<file path="config.mk">
export PLATFORM = sky130hd
export DESIGN_NAME = uart_tx_buf
export DESIGN_NICKNAME = d
export VERILOG_FILES = /design/src/rtl/uart_tx_buf.sv
export SDC_FILE = /design/constraint.sdc
export NUM_CORES = 1
export LEC_CHECK = 0
export ABC_CLOCK_PERIOD_IN_PS = 6500
export BUFFER_PORTS_ARGS = -buffer_cell sky130_fd_sc_hd__buf_4
export CAP_MARGIN = 10
export CORE_MARGIN = 2
export CORE_UTILIZATION = 64
export DETAILED_ROUTE_END_ITERATION = 12
export PLACE_DENSITY = 0.84
export SLEW_MARGIN = 20
export SYNTH_ARGS = -nofsm -noshare
export SYNTH_HDL_FRONTEND = slang
export SYNTH_SLANG_ARGS = --single-unit
</file>
<file path="constraint.sdc">
create_clock -name clk -period 6.5 [get_ports clk]
set_clock_uncertainty 0.2 [all_clocks]
set_input_delay 0.325 -clock clk [delete_from_list [all_inputs] [get_ports clk]]
set_output_delay 0.325 -clock clk [all_outputs]
set_load 0.05 [all_outputs]
</file>
<file path="src/rtl/uart_tx_buf.sv">
// Buffered UART transmitter: a small word FIFO feeding an 8N1-style serialiser.
// Define UART_TX_PARITY_EN to build in the optional parity bit; without it frames never carry parity.
module uart_tx_buf #(
  parameter int CLKS_PER_BIT = 64125000/32/9600,
  parameter int DATA_BITS    = 8,
  parameter int FIFO_DEPTH   = 4
) (
  input  logic                        clk,
  input  logic                        rst,
  input  logic                        in_valid,
  output logic                        in_ready,
  input  logic [DATA_BITS-1:0]        in_data,
  input  logic                        parity_en,
  input  logic                        parity_odd,
  input  logic                        two_stop,
  output logic [$clog2(FIFO_DEPTH):0] fifo_count,
  output logic                        busy,
  output logic                        tx_p
);
  localparam int AW = $clog2(FIFO_DEPTH);
  localparam int CW = AW + 1;
  localparam int BW = (CLKS_PER_BIT > 1) ? $clog2(CLKS_PER_BIT) : 1;
  localparam int IW = $clog2(DATA_BITS);

  typedef enum logic [2:0] {
    IDLE   = 3'd0,
    START  = 3'd1,
    DATA   = 3'd2,
    STOP   = 3'd3
`ifdef UART_TX_PARITY_EN
    , PARITY = 3'd4
`endif
  } state_t;

  logic [DATA_BITS-1:0] mem_q [FIFO_DEPTH];
  logic [AW-1:0]        wr_ptr_q, wr_ptr_d;
  logic [AW-1:0]        rd_ptr_q, rd_ptr_d;
  logic [CW-1:0]        count_q, count_d;

  state_t               state_q, state_d;
  logic [BW-1:0]        cnt_q, cnt_d;
  logic [IW-1:0]        idx_q, idx_d;
  logic [DATA_BITS-1:0] shreg_q, shreg_d;
  logic                 two_stop_q, two_stop_d;
  logic                 tx_p_q, tx_p_d;
  logic                 busy_q, busy_d;
`ifdef UART_TX_PARITY_EN
  logic                 par_en_q, par_en_d;
  logic                 par_bit_q, par_bit_d;
`else
  logic                 unused_parity_cfg;
  assign unused_parity_cfg = parity_en ^ parity_odd;
`endif

  logic                 push;
  logic                 pop;
  logic                 bit_end;
  logic                 line;
  logic [DATA_BITS-1:0] head;

  assign in_ready = (count_q != CW'(FIFO_DEPTH));
  assign push     = in_valid && in_ready;
  assign head     = mem_q[rd_ptr_q];
  assign bit_end  = (cnt_q == BW'(CLKS_PER_BIT - 1));

  always_comb begin
    state_d    = state_q;
    cnt_d      = cnt_q;
    idx_d      = idx_q;
    shreg_d    = shreg_q;
    two_stop_d = two_stop_q;
`ifdef UART_TX_PARITY_EN
    par_en_d   = par_en_q;
    par_bit_d  = par_bit_q;
`endif
    pop  = 1'b0;
    line = 1'b1;

    if (state_q != IDLE) begin
      cnt_d = bit_end ? '0 : cnt_q + BW'(1);
    end

    case (state_q)
      IDLE: begin
        cnt_d = '0;
        idx_d = '0;
        pop   = (count_q != '0);
      end
      START: begin
        line = 1'b0;
        if (bit_end) begin
          state_d = DATA;
          idx_d   = '0;
        end
      end
      DATA: begin
        line = shreg_q[0];
        if (bit_end) begin
          shreg_d = shreg_q >> 1;
          if (idx_q == IW'(DATA_BITS - 1)) begin
            idx_d = '0;
`ifdef UART_TX_PARITY_EN
            state_d = par_en_q ? PARITY : STOP;
`else
            state_d = STOP;
`endif
          end else begin
            idx_d = idx_q + IW'(1);
          end
        end
      end
`ifdef UART_TX_PARITY_EN
      PARITY: begin
        line = par_bit_q;
        if (bit_end) begin
          state_d = STOP;
        end
      end
`endif
      STOP: begin
        line = 1'b1;
        if (bit_end) begin
          // idx doubles as the stop-bit counter for two-stop frames
          if (two_stop_q && idx_q == '0) begin
            idx_d = IW'(1);
          end else if (count_q != '0) begin
            pop = 1'b1;
          end else begin
            state_d = IDLE;
            idx_d   = '0;
          end
        end
      end
      default: begin
        state_d = IDLE;
        cnt_d   = '0;
        idx_d   = '0;
        line    = 1'b1;
      end
    endcase

    // Frame configuration is captured together with the word and held until the next pop
    if (pop) begin
      state_d    = START;
      idx_d      = '0;
      cnt_d      = '0;
      shreg_d    = head;
      two_stop_d = two_stop;
`ifdef UART_TX_PARITY_EN
      par_en_d   = parity_en;
      par_bit_d  = (^head) ^ parity_odd;
`endif
    end

    wr_ptr_d = push ? wr_ptr_q + AW'(1) : wr_ptr_q;
    rd_ptr_d = pop  ? rd_ptr_q + AW'(1) : rd_ptr_q;
    case ({push, pop})
      2'b10:   count_d = count_q + CW'(1);
      2'b01:   count_d = count_q - CW'(1);
      default: count_d = count_q;
    endcase

    // The line lags the state by one edge, so busy also covers the final stop cycle
    tx_p_d = line;
    busy_d = (state_q != IDLE) || (state_d != IDLE) || (count_d != '0);
  end

  always_ff @(posedge clk) begin
    if (rst) begin
      state_q    <= IDLE;
      cnt_q      <= '0;
      idx_q      <= '0;
      shreg_q    <= '0;
      two_stop_q <= 1'b0;
      wr_ptr_q   <= '0;
      rd_ptr_q   <= '0;
      count_q    <= '0;
      tx_p_q     <= 1'b1;
      busy_q     <= 1'b0;
`ifdef UART_TX_PARITY_EN
      par_en_q   <= 1'b0;
      par_bit_q  <= 1'b0;
`endif
    end else begin
      state_q    <= state_d;
      cnt_q      <= cnt_d;
      idx_q      <= idx_d;
      shreg_q    <= shreg_d;
      two_stop_q <= two_stop_d;
      wr_ptr_q   <= wr_ptr_d;
      rd_ptr_q   <= rd_ptr_d;
      count_q    <= count_d;
      tx_p_q     <= tx_p_d;
      busy_q     <= busy_d;
`ifdef UART_TX_PARITY_EN
      par_en_q   <= par_en_d;
      par_bit_q  <= par_bit_d;
`endif
    end
  end

  always_ff @(posedge clk) begin
    if (push && !rst) begin
      mem_q[wr_ptr_q] <= in_data;
    end
  end

  assign fifo_count = count_q;
  assign busy       = busy_q;
  assign tx_p       = tx_p_q;

endmodule

</file>
==> results_dict.tcl <==
set metrics [dict create \
    run_status "finished clean" \
    drt-total-wl_um 5340 \
    grt_pass1_wl_um 8710 \
    flow.area_growth_from_synthesis_pct 15.6 \
    cts-root-buf "sky130_fd_sc_hd__clkbuf_8" \
    post_route_cells_drive_above_1_share 0.200 \
    regToRegEndpoint "fifo_count[2]" \
    worstHoldStart "two_stop" \
    maxSlewViolCount 0 \
    report.final.setup_viol 0 \
    place_area_um2 2980 \
    fin_nets 274 \
    clk_pin_slew_worst_setup_hold_paths_ns 0.07 \
    design.die.area_um2 4980 \
    worst_setup_path_type "reg -> reg" \
    synth_most_common_cell "sky130_fd_sc_hd__dfxtp_1" \
    ant_nets 0 \
    io-pin-count 20 \
    die_width_um 70.6 \
    global_route_overflow 0 \
    synthCells 223 \
    grt_setup_unrepaired "false" \
    starting_density_of_the_core 0.657 \
    cts.sinks 66 \
    replace_congestion 0.792 \
    synth-seq-area-share 0.578 \
    netlist-cell-type-count 40 \
    worst_skew_pair.late_latency_ns 0.34 \
    cap_violations 0 \
    grt_start_max_net_pins 27 \
    drt_drc_violations_left 0 \
    timing.hold.worst_endpoint "two_stop_q" \
    post_synth_top_area_share 0.338 \
    synth-warning-count 0 \
    worstPathMaxFanout 11 \
    worst-r2r-cell-count 12 \
    tritoncts "built" \
    grt_pass1_vias 1885 \
    syn_area_um2 2840 \
    synth-seq-cells 66 \
    max-clock-path-buffers 2 \
    core_region_area_um2 4320 \
    global_route.usage.total 0.234 \
    routed_length_per_instance_um 17.3 \
    synthesis.nets 247 \
    synthTopCellsByArea "sky130_fd_sc_hd__edfxtp_1 34%, sky130_fd_sc_hd__dfxtp_1 24%, sky130_fd_sc_hd__mux4_2 6.3%" \
    maximum_ir_drop_on_the_vdd_rail_v 0.000249 \
    hold-path-cell-count 3 \
    route.detailed.vias_per_inst 6.01 \
    number_of_antenna_violations_at_the_first_check_in_global_routing 0 \
    synth.avg_cell_area_um2 12.7 \
    power.density_nw_per_um2 383 \
    fill_cells 277 \
    port-buffer-count 17 \
    worst_setup_path_start_kind "flop" \
    post_synth_most_frequent_cells "34 x sky130_fd_sc_hd__dfxtp_1, 32 x sky130_fd_sc_hd__edfxtp_1, 24 x sky130_fd_sc_hd__nor2_1, 12 x sky130_fd_sc_hd__inv_1, 11 x sky130_fd_sc_hd__nand3_1" \
    cts_inserted_buffers 9 \
    final.period_utilization 0.588 \
    maxSlewHeadroom 0.466 \
    hold_violations 0 \
    max_slew.worst_pin.slew_ns 0.794 \
    final_design_area_no_fill_um2 3280 \
    period_needed_ns 3.82 \
    drt-pass1-iter-count 4 \
    placed_wire_length_estimate_um 3340 \
    setup_tns_after_final_layout_ns 0 \
    worst_setup_path_end_kind "flop" \
    die_y_um 70.6 \
    number_of_synthesized_flops_with_an_enable_pin 32 \
    leakage_uw 0.00120 \
    htree_levels 3 \
    synthArstFlopShare 0 \
    route.vias.total 1851 \
    cp_data_required_time_ns 6.57 \
    timing.reg2reg.setup_slack_ns 2.68 \
    worstPathArrival_ns 3.89 \
    postCtsSetupBuffers 0 \
    fmax_mhz 262 \
    drtIter0Drc 78 \
    ys.flop_type "sky130_fd_sc_hd__dfxtp_1" \
    core.rowCount 24 \
    worstReg2RegStart "cnt_q[0]" \
    synth_top_cell_by_area "sky130_fd_sc_hd__edfxtp_1" \
    timing.hold.worst.class "in -> reg" \
]
## power by group
part / internal (uW) / switching (uW)
Sequential: 491 / 48.3
Clock: 215 / 157
Combinational: 139 / 207
Total: 844 / 412
## kinds of logic (layout without fill, tap and decap cells)
logic type,count (synthesis),after routing,share of synthesized area
DFF,66,66,0.578
adders and majority gates,10,10,0.0467
other,1,2,0.00132
xor gates and xnor gates,9,9,0.0278
AOI/OAI and AO/OA,28,28,0.0855
and+or+nand+nor,69,69,0.126
buffers and inverters,22,54,0.0353
muxes,18,18,0.0987
## state kept, by name, indices dropped and copies added (netlist names), named ones only
signal	cells
idx_q	3
shreg_q	8
mem_q	32
busy	1
rd_ptr_q	2
wr_ptr_q	2
fifo_count	3
tx_p	1
cnt_q	8
two_stop_q	1
state_q	3
## what timing repair did
action | 4_1_cts | 5_1_grt
resized for setup | 0 | 0
hold buffers | 8 | 0
hold endpoints to repair | 32 | 0
## worst max-delay path by stage
stage / startpoint / end / slack (ns) / cells after the start
6_report: cnt_q[0] / fifo_count[2] / 2.68 / 12
2_1_floorplan: fifo_count[2] / fifo_count[2] / 3.51 / 8
4_1_cts: cnt_q[0] / fifo_count[2] / 2.68 / 12
3_3_place_gp: cnt_q[0] / fifo_count[2] / 2.80 / 12
5_1_grt: cnt_q[0] / fifo_count[2] / 2.45 / 12
3_5_place_dp: cnt_q[0] / fifo_count[2] / 2.75 / 12
## layout by cell type, fill, tap and decap left out, types with 2 or more instances in the layout
master,synthesis,routed
sky130_fd_sc_hd__a221oi_2,7,7
sky130_fd_sc_hd__buf_4,0,18
sky130_fd_sc_hd__nand2_1,7,7
sky130_fd_sc_hd__dlygate4sd3_1,0,8
sky130_fd_sc_hd__nand2b_1,2,2
sky130_fd_sc_hd__nand3_1,11,11
sky130_fd_sc_hd__nor4_1,2,2
sky130_fd_sc_hd__and2_1,5,5
sky130_fd_sc_hd__nor3_1,5,5
sky130_fd_sc_hd__inv_1,12,12
sky130_fd_sc_hd__clkbuf_8,0,9
sky130_fd_sc_hd__bufinv_16,0,2
sky130_fd_sc_hd__clkinvlp_4,0,2
sky130_fd_sc_hd__edfxtp_1,32,32
sky130_fd_sc_hd__mux4_2,8,8
sky130_fd_sc_hd__or3_1,4,4
sky130_fd_sc_hd__mux2i_1,10,10
sky130_fd_sc_hd__dfxtp_1,34,34
sky130_fd_sc_hd__ha_1,9,9
sky130_fd_sc_hd__o21ai_0,4,4
sky130_fd_sc_hd__a31oi_1,2,2
sky130_fd_sc_hd__or4_1,2,2
sky130_fd_sc_hd__xnor2_1,5,5
sky130_fd_sc_hd__nor2_1,24,24
sky130_fd_sc_hd__a41o_1,2,2
sky130_fd_sc_hd__a21oi_1,7,7
sky130_fd_sc_hd__xor2_1,4,4
sky130_fd_sc_hd__a211oi_1,2,2
## worst max-delay path, stage by stage, from the launching register on
cell and delay [ns]:
sky130_fd_sc_hd__dfxtp_1 0.35, sky130_fd_sc_hd__ha_1 0.21, sky130_fd_sc_hd__nand3_2 0.12, sky130_fd_sc_hd__nor4_4 0.44
sky130_fd_sc_hd__a41o_1 0.61, sky130_fd_sc_hd__nand2_2 0.32, sky130_fd_sc_hd__inv_1 0.23, sky130_fd_sc_hd__ha_1 0.23
sky130_fd_sc_hd__inv_1 0.06, sky130_fd_sc_hd__fa_1 0.38, sky130_fd_sc_hd__xor2_1 0.16, sky130_fd_sc_hd__or3_1 0.31
sky130_fd_sc_hd__a21oi_1 0.14
## area by class of cell
| class | instances | area [um^2] | area share |
|---|---|---|---|
| Sequential cell | 66 | 1640 | 0.500 |
| Multi-Input combinational cell | 135 | 1100 | 0.334 |
| Timing Repair Buffer | 26 | 215 | 0.0655 |
| Clock buffer | 9 | 124 | 0.0377 |
| Clock inverter | 7 | 92.6 | 0.0282 |
| Tap cell | 52 | 65.1 | 0.0198 |
| Inverter | 12 | 45.0 | 0.0137 |
| Antenna cell | 1 | 2.50 | 0.000762 |
## stage by stage
step	hold slack, ns	instances	util	worst slack (ns)	power [uW]
2_1_floorplan	0.218	223	-	3.51	803
3_3_place_gp	0.230	283	0.690	2.80	866
3_5_place_dp	0.242	283	0.690	2.75	882
4_1_cts	0.0486	307	0.759	2.68	1250
5_1_grt	0.0804	307	0.759	2.45	1310
6_report	0.0570	308	0.759	2.68	1260
## layer usage
metal	part of all wire	vias up	GRT usage
met1	0.41	922	0.259
met3	0.032	13	0.0570
met4	0.025	0	0.119
li1	-	876	-
met5	0	-	0
met2	0.54	40	0.419
(Power assumes the default switching activity.)
